[src/rtl/safety_island_periph_demux_if.sv]
// Register-bus bundle between the safety-island core data port, the peripheral
// demux and its target slots. The slave modport is the demux view of the bundle.
interface safety_island_periph_demux_if #(
    parameter int unsigned NumPeriphs = 7,
    parameter int unsigned DataWidth  = 32
);
    logic                            req_i;
    logic [31:0]                     addr_i;
    logic                            we_i;
    logic [DataWidth/8-1:0]          be_i;
    logic [DataWidth-1:0]            wdata_i;
    logic                            gnt_o;
    logic                            rvalid_o;
    logic [DataWidth-1:0]            rdata_o;
    logic                            err_o;
    logic [NumPeriphs-1:0]           periph_req_o;
    logic [31:0]                     periph_addr_o;
    logic                            periph_we_o;
    logic [DataWidth/8-1:0]          periph_be_o;
    logic [DataWidth-1:0]            periph_wdata_o;
    logic [NumPeriphs-1:0]           periph_gnt_i;
    logic [NumPeriphs-1:0]           periph_rvalid_i;
    logic [NumPeriphs*DataWidth-1:0] periph_rdata_i;
    logic [NumPeriphs-1:0]           periph_err_i;
    logic                            timeout_o;

    modport slave (
        input  req_i, addr_i, we_i, be_i, wdata_i,
        output gnt_o, rvalid_o, rdata_o, err_o,
        output periph_req_o, periph_addr_o, periph_we_o, periph_be_o, periph_wdata_o,
        input  periph_gnt_i, periph_rvalid_i, periph_rdata_i, periph_err_i,
        output timeout_o
    );

    modport master (
        output req_i, addr_i, we_i, be_i, wdata_i,
        input  gnt_o, rvalid_o, rdata_o, err_o,
        input  periph_req_o, periph_addr_o, periph_we_o, periph_be_o, periph_wdata_o,
        output periph_gnt_i, periph_rvalid_i, periph_rdata_i, periph_err_i,
        input  timeout_o
    );
endinterface

[src/rtl/safety_island_periph_demux.sv]
// Single-outstanding demux from the safety-island core data port to its peripheral
// targets, with an internal error slave for unmapped accesses and stalled targets.
module safety_island_periph_demux #(
    parameter int unsigned          NumPeriphs    = 7,
    parameter logic [31:0]          BaseAddr      = 32'h0000_0000,
    parameter int unsigned          DataWidth     = 32,
    parameter int unsigned          TimeoutCycles = 1024,
    parameter logic [DataWidth-1:0] ErrData       = DataWidth'(32'hBADC_AB1E)
) (
    input logic                          clk_i,
    input logic                          rst_i,
    safety_island_periph_demux_if.slave  bus
);

    localparam int unsigned SelW = $clog2(NumPeriphs);
    localparam int unsigned CntW = $clog2(TimeoutCycles);
    localparam logic [CntW-1:0] CntLast = CntW'(TimeoutCycles - 1);

    typedef enum logic [1:0] {
        IDLE,
        WAIT,
        ERR
    } state_e;

    state_e          state_q, state_d;
    logic [SelW-1:0] sel_q, sel_d;
    logic [CntW-1:0] cnt_q, cnt_d;

    logic [31:0]           off;
    logic [SelW-1:0]       dec_slot;
    logic                  gnt;
    logic                  rvalid;
    logic [DataWidth-1:0]  rdata;
    logic                  err;
    logic                  timeout;
    logic [NumPeriphs-1:0] req_vec;

    // Address map; slot 0 means unmapped and is served by the internal error slave.
    always_comb begin
        off      = bus.addr_i - BaseAddr;
        dec_slot = '0;
        if (bus.addr_i >= BaseAddr) begin
            if (off < 32'h0000_1000)                               dec_slot = SelW'(1);
            else if (off < 32'h0000_2000)                          dec_slot = SelW'(2);
            else if (off < 32'h0000_3000)                          dec_slot = SelW'(3);
            else if (off < 32'h0000_4000)                          dec_slot = SelW'(4);
            else if (off >= 32'h0000_6000 && off < 32'h0000_7000) begin
                if (NumPeriphs >= 7)                               dec_slot = SelW'(6);
            end
            else if (off >= 32'h0000_7000 && off < 32'h0003_7000)  dec_slot = SelW'(5);
        end
    end

    // NOTE: every signal written here gets a default first, so no path leaves one
    // unassigned and no latch is inferred.
    always_comb begin
        state_d = state_q;
        sel_d   = sel_q;
        cnt_d   = cnt_q;
        gnt     = 1'b0;
        rvalid  = 1'b0;
        rdata   = '0;
        err     = 1'b0;
        timeout = 1'b0;
        req_vec = '0;

        unique case (state_q)
            IDLE: begin
                if (bus.req_i) begin
                    if (dec_slot != '0) begin
                        req_vec[dec_slot] = 1'b1;
                        gnt               = bus.periph_gnt_i[dec_slot];
                        if (gnt) begin
                            sel_d   = dec_slot;
                            cnt_d   = '0;
                            state_d = WAIT;
                        end
                    end else begin
                        gnt     = 1'b1;
                        state_d = ERR;
                    end
                end
            end
            ERR: begin
                rvalid  = 1'b1;
                err     = 1'b1;
                rdata   = ErrData;
                state_d = IDLE;
            end
            WAIT: begin
                // A real response beats a timeout that lands in the same cycle.
                if (bus.periph_rvalid_i[sel_q]) begin
                    rvalid  = 1'b1;
                    rdata   = bus.periph_rdata_i[int'(sel_q)*DataWidth +: DataWidth];
                    err     = bus.periph_err_i[sel_q];
                    state_d = IDLE;
                end else if (cnt_q == CntLast) begin
                    rvalid  = 1'b1;
                    err     = 1'b1;
                    rdata   = ErrData;
                    timeout = 1'b1;
                    state_d = IDLE;
                end else begin
                    cnt_d = cnt_q + 1'b1;
                end
            end
            default: state_d = IDLE;
        endcase
    end

    // NOTE: sequential state uses non-blocking assignments so every register
    // samples the pre-edge values, independent of statement order.
    always_ff @(posedge clk_i) begin
        if (rst_i) begin
            state_q <= IDLE;
            sel_q   <= '0;
            cnt_q   <= '0;
        end else begin
            state_q <= state_d;
            sel_q   <= sel_d;
            cnt_q   <= cnt_d;
        end
    end

    // Everything the block drives is forced quiet while reset is held.
    assign bus.gnt_o          = gnt & ~rst_i;
    assign bus.rvalid_o       = rvalid & ~rst_i;
    assign bus.rdata_o        = rst_i ? '0 : rdata;
    assign bus.err_o          = err & ~rst_i;
    assign bus.timeout_o      = timeout & ~rst_i;
    assign bus.periph_req_o   = rst_i ? '0 : req_vec;
    assign bus.periph_addr_o  = rst_i ? '0 : bus.addr_i;
    assign bus.periph_we_o    = bus.we_i & ~rst_i;
    assign bus.periph_be_o    = rst_i ? '0 : bus.be_i;
    assign bus.periph_wdata_o = rst_i ? '0 : bus.wdata_i;

endmodule

[src/flat_wrapper.sv]
// flat-port wrapper written by rule: the top's interface ports become plain ports
module safety_island_periph_demux_flat 
#(
    parameter int unsigned          NumPeriphs    = 7,
    parameter logic [31:0]          BaseAddr      = 32'h0000_0000,
    parameter int unsigned          DataWidth     = 32,
    parameter int unsigned          TimeoutCycles = 1024,
    parameter logic [DataWidth-1:0] ErrData       = DataWidth'(32'hBADC_AB1E)
)
  (clk_i, rst_i, bus_req_i, bus_addr_i, bus_we_i, bus_be_i, bus_wdata_i, bus_gnt_o, bus_rvalid_o, bus_rdata_o, bus_err_o, bus_periph_req_o, bus_periph_addr_o, bus_periph_we_o, bus_periph_be_o, bus_periph_wdata_o, bus_periph_gnt_i, bus_periph_rvalid_i, bus_periph_rdata_i, bus_periph_err_i, bus_timeout_o);
  safety_island_periph_demux_if #(.NumPeriphs(NumPeriphs), .DataWidth(DataWidth)) bus_i ();
  input logic clk_i;
  input logic rst_i;
  input wire logic [$bits(bus_i.req_i)-1:0] bus_req_i;
  input wire logic [$bits(bus_i.addr_i)-1:0] bus_addr_i;
  input wire logic [$bits(bus_i.we_i)-1:0] bus_we_i;
  input wire logic [$bits(bus_i.be_i)-1:0] bus_be_i;
  input wire logic [$bits(bus_i.wdata_i)-1:0] bus_wdata_i;
  output wire logic [$bits(bus_i.gnt_o)-1:0] bus_gnt_o;
  output wire logic [$bits(bus_i.rvalid_o)-1:0] bus_rvalid_o;
  output wire logic [$bits(bus_i.rdata_o)-1:0] bus_rdata_o;
  output wire logic [$bits(bus_i.err_o)-1:0] bus_err_o;
  output wire logic [$bits(bus_i.periph_req_o)-1:0] bus_periph_req_o;
  output wire logic [$bits(bus_i.periph_addr_o)-1:0] bus_periph_addr_o;
  output wire logic [$bits(bus_i.periph_we_o)-1:0] bus_periph_we_o;
  output wire logic [$bits(bus_i.periph_be_o)-1:0] bus_periph_be_o;
  output wire logic [$bits(bus_i.periph_wdata_o)-1:0] bus_periph_wdata_o;
  input wire logic [$bits(bus_i.periph_gnt_i)-1:0] bus_periph_gnt_i;
  input wire logic [$bits(bus_i.periph_rvalid_i)-1:0] bus_periph_rvalid_i;
  input wire logic [$bits(bus_i.periph_rdata_i)-1:0] bus_periph_rdata_i;
  input wire logic [$bits(bus_i.periph_err_i)-1:0] bus_periph_err_i;
  output wire logic [$bits(bus_i.timeout_o)-1:0] bus_timeout_o;
  assign bus_i.req_i = bus_req_i;
  assign bus_i.addr_i = bus_addr_i;
  assign bus_i.we_i = bus_we_i;
  assign bus_i.be_i = bus_be_i;
  assign bus_i.wdata_i = bus_wdata_i;
  assign bus_gnt_o = bus_i.gnt_o;
  assign bus_rvalid_o = bus_i.rvalid_o;
  assign bus_rdata_o = bus_i.rdata_o;
  assign bus_err_o = bus_i.err_o;
  assign bus_periph_req_o = bus_i.periph_req_o;
  assign bus_periph_addr_o = bus_i.periph_addr_o;
  assign bus_periph_we_o = bus_i.periph_we_o;
  assign bus_periph_be_o = bus_i.periph_be_o;
  assign bus_periph_wdata_o = bus_i.periph_wdata_o;
  assign bus_i.periph_gnt_i = bus_periph_gnt_i;
  assign bus_i.periph_rvalid_i = bus_periph_rvalid_i;
  assign bus_i.periph_rdata_i = bus_periph_rdata_i;
  assign bus_i.periph_err_i = bus_periph_err_i;
  assign bus_timeout_o = bus_i.timeout_o;
  safety_island_periph_demux #(.NumPeriphs(NumPeriphs), .BaseAddr(BaseAddr), .DataWidth(DataWidth), .TimeoutCycles(TimeoutCycles), .ErrData(ErrData)) u_core (.clk_i(clk_i), .rst_i(rst_i), .bus(bus_i));
endmodule
[config.mk]
export PLATFORM = sky130hd
export DESIGN_NAME = safety_island_periph_demux_flat
export DESIGN_NICKNAME = d
export VERILOG_FILES = /design/src/rtl/safety_island_periph_demux_if.sv /design/src/rtl/safety_island_periph_demux.sv /design/src/flat_wrapper.sv
export SDC_FILE = /design/constraint.sdc
export NUM_CORES = 1
export LEC_CHECK = 0
export CAP_MARGIN = 20
export CORE_AREA = 2 2 166 168
export CTS_BUF_LIST = sky130_fd_sc_hd__clkbuf_8
export DETAILED_ROUTE_END_ITERATION = 12
export DIE_AREA = 0 0 168 170
export GPL_TIMING_DRIVEN = 0
export MAX_ROUTING_LAYER = met4
export PLACE_DENSITY = 0.54
export SETUP_SLACK_MARGIN = 0.02
export SLEW_MARGIN = 20
export SYNTH_ARGS = -nofsm -noshare
export SYNTH_HDL_FRONTEND = slang
export SYNTH_SLANG_ARGS = --single-unit
[constraint.sdc]
create_clock -name clk_i -period 5.3 [get_ports clk_i]
set_clock_uncertainty 0.15 [all_clocks]
set_input_delay 1.325 -clock clk_i [delete_from_list [all_inputs] [get_ports clk_i]]
set_output_delay 1.325 -clock clk_i [all_outputs]
set_load 0.01 [all_outputs]
==> impl_metrics.ini, run 1 <==
[worst_setup_path]
path_cells = clkdlybuf4s50_1, mux2i_1, mux4_2, buf_4, inv_1, nand3_2, a211oi_1, clkdlybuf4s50_1
path_class = in2out
crit_slowest_cell = clkdlybuf4s50_1
crit_path_max_fanout = 4
slowest_delay_ns = 0.64
crit_buf_inv = 4
startpoint_type = input port
critPathCaptureType = primary output
cp_data_required_time_ns = 3.83
arrival_ns = 3.71
cp_top_family = buffers and inverters
path_common_cell = clkdlybuf4s50_1

[cells_and_area]
syn_to_final_growth_pct = 126.4
drive_above_1_share = 0.07451
n_fill_cell = 2869
final_cell_area_sq_um = 8533
layout_commonest_cell = clkdlybuf4s50_1
final_cell_mix = clkdlybuf4s50_1, nor2b_1, nor2_1
post-route-util = 0.3202
antenna_cells = 0
regArea_sq_um = 300.3
final_nets = 1248
multi_input_area_sq_um = 3254

[clock_tree]
clock_sinks = 15
clock-root-buffer = clkbuf_8
clkTransAtPathRegs_ns = 0.07
cts_tree = done
insertion_delay_ns = 0.26
cts_max_level = 1
cts_made_buffers = 3
cts_hold_buf = 0
clk_path_buf_depth = 2

[sta]
setup_viol = 0
rsz0062_at_grt = no
fmax_ghz = 0.1929
post-route-period-util = 0.9780
tns_ns = 0
min_period_ns = 5.183
timing.slew.headroom = 0.3180
drv_slew = 0
hold_viol = 0
tightestPinTransition_ns = 1.023
fin_ws_ns = 0.1166

[global_routing]
gr-total-overflow = 0
antenna_found_initial = 0
grt_max_degree = 11
grt_pass1_vias = 5916
track_usage = 0.1612
grt_pass1_wl_mm = 34.50

[yosys]
syn_inst = 491
syn_area_per_cell_sq_um = 7.678
synthDistinctLibCells = 58
postSynth.asyncResetShare = 0
synth_edf_count = 0
yosys_most_used_dff = dfxtp_1
netlist_area_sq_um = 3770
synth-seq-cells = 15
synth_seq_area_share = 0.07965
yosys_warnings = 0
synth_nets = 812

[status]
status = finished, final reports clean

[placement]
dp_hpwl_mm = 20.23
dp_slack_ns = -0.5833
placed_area_sq_um = 8461
routabilityCongestion = 0.8399
port_buffers = 426

[detailed_routing]
routed_via_density = 4.402
vias = 5577
drt-initial-drc-count = 282
drc = 0
totalWireLength_mm = 23.73
wire_per_inst_um = 18.73
ant_nets = 0
first_pass_iters = 5

[power_and_ir_drop]
p_leak_nw = 2.971
ir_drop_v = 0.00005285
total_power_uw = 708.9
powerDensity_nw_per_um2 = 83.07

[floorplanning]
fp.dieW_um = 168
dieArea_sq_um = 28560
io_pins = 429
initial_utilization = 0.1415
die_h_um = 170
design.core.area_sq_um = 26650
rows = 60

[min_path]
hp-class = reg2reg

[run]
maxCapViolCount = 0
per-stage QoR:
stage	hold WS (ns)	std cells
2_1_floorplan	0.2950	491
3_3_place_gp	0.3187	1258
3_5_place_dp	0.3259	1258
4_1_cts	0.3359	1268
5_1_grt	0.3678	1267
6_report	0.3385	1267
area by class of cell:
| class | instances | share of cell area |
|---|---|---|
| plain buffers | 44 | 0.02390 |
| clock inverters | 1 | 0.0005865 |
| flip-flops and latches | 15 | 0.03519 |
| well taps | 341 | 0.05000 |
| multi-input cells | 420 | 0.3814 |
| repair buffers | 432 | 0.4993 |
| clock buffers | 3 | 0.004839 |
| inverters | 11 | 0.004839 |
path summary, 6_finish.rpt:
path                            depth (start not counted)              startpoint  slack (ns)                end
worst max-delay path                                    8  bus_periph_rvalid_i[6]        0.12     bus_rdata_o[0]
worst min-delay path                                    1         u_core.cnt_q[9]        0.34    u_core.cnt_q[9]
worst max register to register                          8         u_core.sel_q[1]        2.46  u_core.state_q[0]
worst min register to register                          1         u_core.cnt_q[9]        0.34    u_core.cnt_q[9]
kinds of logic after synthesis:
family,after synthesis,share of synthesized area
fa+ha+maj,4,0.01328
compound gates,135,0.2430
buf+inv,56,0.06074
xor+xnor,1,0.002324
mux,74,0.3100
simple gates,205,0.2901
other cells,1,0.0009947
flops,15,0.07966
worst reg2reg max path, delay by kind of cell, from the launching register on:
kind | cells | cell delay, ns
AND/OR/NAND/NOR | 2 | 0.61
flip-flops | 1 | 0.31
AO/OA/AOI/OAI | 2 | 0.34
multiplexers | 2 | 0.72
buffers and inverters | 2 | 0.63
sequential cells by signal, summed over array words and instances (netlist names):
register and cells:
u_core.cnt_q 10, u_core.sel_q 3, u_core.state_q 2
synth_stat cells (3+ instances only):
| master | number | share of area |
|---|---|---|
| a211oi_1 | 12 | 0.024 |
| a21oi_1 | 38 | 0.050 |
| a31oi_1 | 3 | 0.0050 |
| and2_1 | 3 | 0.0050 |
| and3_1 | 9 | 0.015 |
| buf_1 | 5 | 0.0050 |
| clkbuf_1 | 37 | 0.037 |
| dfxtp_1 | 15 | 0.080 |
| ha_1 | 4 | 0.013 |
| inv_1 | 11 | 0.011 |
| mux2i_1 | 38 | 0.10 |
| mux4_2 | 34 | 0.20 |
| nand2_1 | 32 | 0.032 |
| nand2b_1 | 5 | 0.0083 |
| nand3_1 | 9 | 0.012 |
| nand4_1 | 6 | 0.010 |
| nor2_1 | 46 | 0.046 |
| nor2b_1 | 70 | 0.12 |
| nor3_1 | 4 | 0.0053 |
| nor4_1 | 6 | 0.010 |
| o211ai_1 | 21 | 0.042 |
| o21ai_0 | 29 | 0.039 |
| o21ai_1 | 6 | 0.0080 |
| o31ai_1 | 5 | 0.010 |
| or3_1 | 3 | 0.0050 |
| or4_1 | 3 | 0.0060 |
metal layers:
layer	part of all wire	global-route usage
met3	0.069	0.02581
met5	0	-
met4	0.0094	0.02609
met1	0.41	0.1945
met2	0.51	0.2878
what timing repair did:
item,CTS,global route
resized for setup,54,1
hold endpoints to repair,0,0
pin swaps,4,1
endpoints found under the setup margin,35,6
setup buffers,6,0
where the power goes:
group	total, mW	switching [mW]	internal, mW
sequential	0.118	0.00244	0.115
clock	0.100	0.0480	0.0523
combinational	0.491	0.168	0.323
total	0.709	0.218	0.491
No activity file was read; power rests on OpenSTA's default activity.
==> run 2: changes to the inputs <==
--- a/config.mk
+++ b/config.mk
@@ -14,7 +14,6 @@
 export MAX_ROUTING_LAYER = met4
 export PLACE_DENSITY = 0.54
 export SETUP_SLACK_MARGIN = 0.02
-export SLEW_MARGIN = 20
 export SYNTH_ARGS = -nofsm -noshare
 export SYNTH_HDL_FRONTEND = slang
 export SYNTH_SLANG_ARGS = --single-unit
==> results of run 2 <==
No change in the layout: final DEF, timing and power equal those of run 1.
==> run 3: changes to the inputs <==
--- a/config.mk
+++ b/config.mk
@@ -6,13 +6,14 @@
 export NUM_CORES = 1
 export LEC_CHECK = 0
 export CAP_MARGIN = 20
-export CORE_AREA = 2 2 166 168
+export CORE_AREA = 2 2 165 167
 export CTS_BUF_LIST = sky130_fd_sc_hd__clkbuf_8
 export DETAILED_ROUTE_END_ITERATION = 12
-export DIE_AREA = 0 0 168 170
+export DIE_AREA = 0 0 167 169
+export DONT_BUFFER_PORTS = 1
 export GPL_TIMING_DRIVEN = 0
 export MAX_ROUTING_LAYER = met4
-export PLACE_DENSITY = 0.54
+export PLACE_DENSITY = 0.34
 export SETUP_SLACK_MARGIN = 0.02
 export SYNTH_ARGS = -nofsm -noshare
 export SYNTH_HDL_FRONTEND = slang
==> run 3 against run 2 <==
  * Final cell count is 34% lower
  * Sequential power is essentially flat
  * Core utilization down 16 points
  * Clock-buffer cell count unchanged
  * Combinational power shrank 62%
  * Final area is 50% lower
  * First-iteration DRC count fell by 24%
  * Clock power shrank 7%
  * Hold slack gained 0.0058 ns
  * Critical endpoint is now bus_rdata_o[29]
  * Total power decreased by 44%
==> impl_metrics.ini, run 3 (synthesis results as in run 1) <==
[clock_tree]
clk_path_buf_depth = 2
clock_sinks = 15
cts_tree = done
clkTransAtPathRegs_ns = 0.06
cts_resized = 0
cts_max_level = 1
cts_setup_buffers = 0
insertion_delay_ns = 0.25
cts_made_buffers = 3
cts_hold_buf = 0
clock-root-buffer = clkbuf_8

[power_and_ir_drop]
p_seq_frac = 0.296
power_switching_uw = 163.8
switching_share = 0.4117
p_leak_nw = 1.133
powerDensity_nw_per_um2 = 93.34
ir_drop_v = 0.00004486
pwr-share-clk = 0.233
total_power_uw = 397.9
p_int_uw = 234.1
comb_power_share = 0.471

[min_path]
hp-class = reg2reg
holdCritStartpoint = u_core.cnt_q[4]
hold_depth = 1

[worst_setup_path]
cp_data_required_time_ns = 3.83
r2r-start = u_core.sel_q[1]
startpoint_type = flop
crit_start = u_core.sel_q[1]
path_common_cell = clkbuf_1
path_class = reg2out
path_cells = clkbuf_1, clkbuf_1, clkbuf_1, mux2i_1, o211ai_1, o21ai_0, a21oi_1
critPathCaptureType = primary output
cp_top_family = buffers and inverters
slowest_delay_ns = 0.87
crit_cells = 7
crit_path_max_fanout = 10
arrival_ns = 3.60
crit_buf_inv = 3
rr_worst_depth = 7
crit_slowest_cell = clkbuf_1

[placement]
routabilityCongestion = 0.9257
dp_hpwl_mm = 18.32
placed_area_sq_um = 4213
dp.cells = 833
port_buffers = 0
dp_slack_ns = 0.2661

[sta]
tns_ns = 0
min_period_ns = 5.076
fmax_ghz = 0.1970
fin_ws_ns = 0.2241
hold_viol = 0
timing.hold.ws_ns = 0.3443
rsz0062_at_grt = no
drv_slew = 0
timing.slew.headroom = 0.2696
post-route-period-util = 0.9577
tightestPinTransition_ns = 1.096
setup_viol = 0

[global_routing]
gr-total-overflow = 0
grt_pass1_vias = 4053
grt_pass1_wl_mm = 28.61
grt_max_degree = 11
antenna_found_initial = 4
track_usage = 0.1424

[floorplanning]
die_h_um = 169
design.core.area_sq_um = 26500
initial_utilization = 0.1423
io_pins = 429
dieArea_sq_um = 28220
rows = 60
fp.dieW_um = 167

[cells_and_area]
final_nets = 818
final_cell_mix = nor2b_1, nor2_1, mux2i_1, a21oi_1, clkbuf_1
final_cell_area_sq_um = 4263
syn_to_final_growth_pct = 13.08
fin_cells = 839
drive_above_1_share = 0.1069
top_regs = u_core.cnt_q: 10 flops, u_core.sel_q: 3 flops, u_core.state_q: 2 flops
n_fill_cell = 3005
layout_commonest_cell = nor2b_1
post-route-util = 0.1609
largest_reg_flops = 10
top_register = u_core.cnt_q

[detailed_routing]
first_pass_iters = 4
ant_nets = 0
totalWireLength_mm = 21.31
vias = 4123
wire_per_inst_um = 25.40
routed_via_density = 4.914
drt-initial-drc-count = 214
drc = 0

[run]
maxCapViolCount = 0

[status]
status = finished, final reports clean
## run 3: changes by cell type in the layout (fill, tap and decap cells not counted), moves of 2 or more
| cell | before | now |
|---|---|---|
| diode_2 | 0 | 2 |
| clkdlybuf4s50_1 | 387 | 0 |
| clkbuf_2 | 2 | 0 |
| clkbuf_4 | 2 | 0 |
| dlygate4sd2_1 | 37 | 0 |
| buf_4 | 7 | 1 |
| clkbuf_1 | 31 | 37 |
## run 3: layout make-up
type / count / area [sq um] / area share
multi-input cells: 420 / 3242 / 0.7605
well taps: 341 / 426.7 / 0.1001
flip-flops and latches: 15 / 300.3 / 0.07044
plain buffers: 45 / 187.7 / 0.04403
clock buffers: 3 / 41.29 / 0.009686
inverters: 11 / 41.29 / 0.009686
repair buffers: 1 / 15.01 / 0.003522
diodes: 2 / 5.005 / 0.001174
clock inverters: 1 / 3.754 / 0.0008805
## run 3: path summary, 6_finish.rpt
check | endpoint | slack, ns
worst max-delay path | bus_rdata_o[29] | 0.22
worst max register to register | u_core.cnt_q[5] | 2.45
worst min-delay path | u_core.cnt_q[4] | 0.34
worst min register to register | u_core.cnt_q[4] | 0.34
## run 3: power groups by stage
stage / clock, mW / sequential [mW] / combinational, mW
floorplan: 0 / 0.119 / 0.143
global placement: 0 / 0.120 / 0.191
detailed placement: 0 / 0.120 / 0.189
CTS: 0.102 / 0.117 / 0.190
global route: 0.104 / 0.118 / 0.203
finish: 0.0927 / 0.118 / 0.188
## run 3: routing by layer
| metal | vias to the layer above | track usage | share of wire |
|---|---|---|---|
| li1 | 1844 | - | - |
| met3 | 32 | 0.02455 | 0.082 |
| met5 | - | - | 0 |
| met2 | 321 | 0.2655 | 0.52 |
| met4 | 0 | 0.03936 | 0.023 |
| met1 | 1926 | 0.1553 | 0.37 |
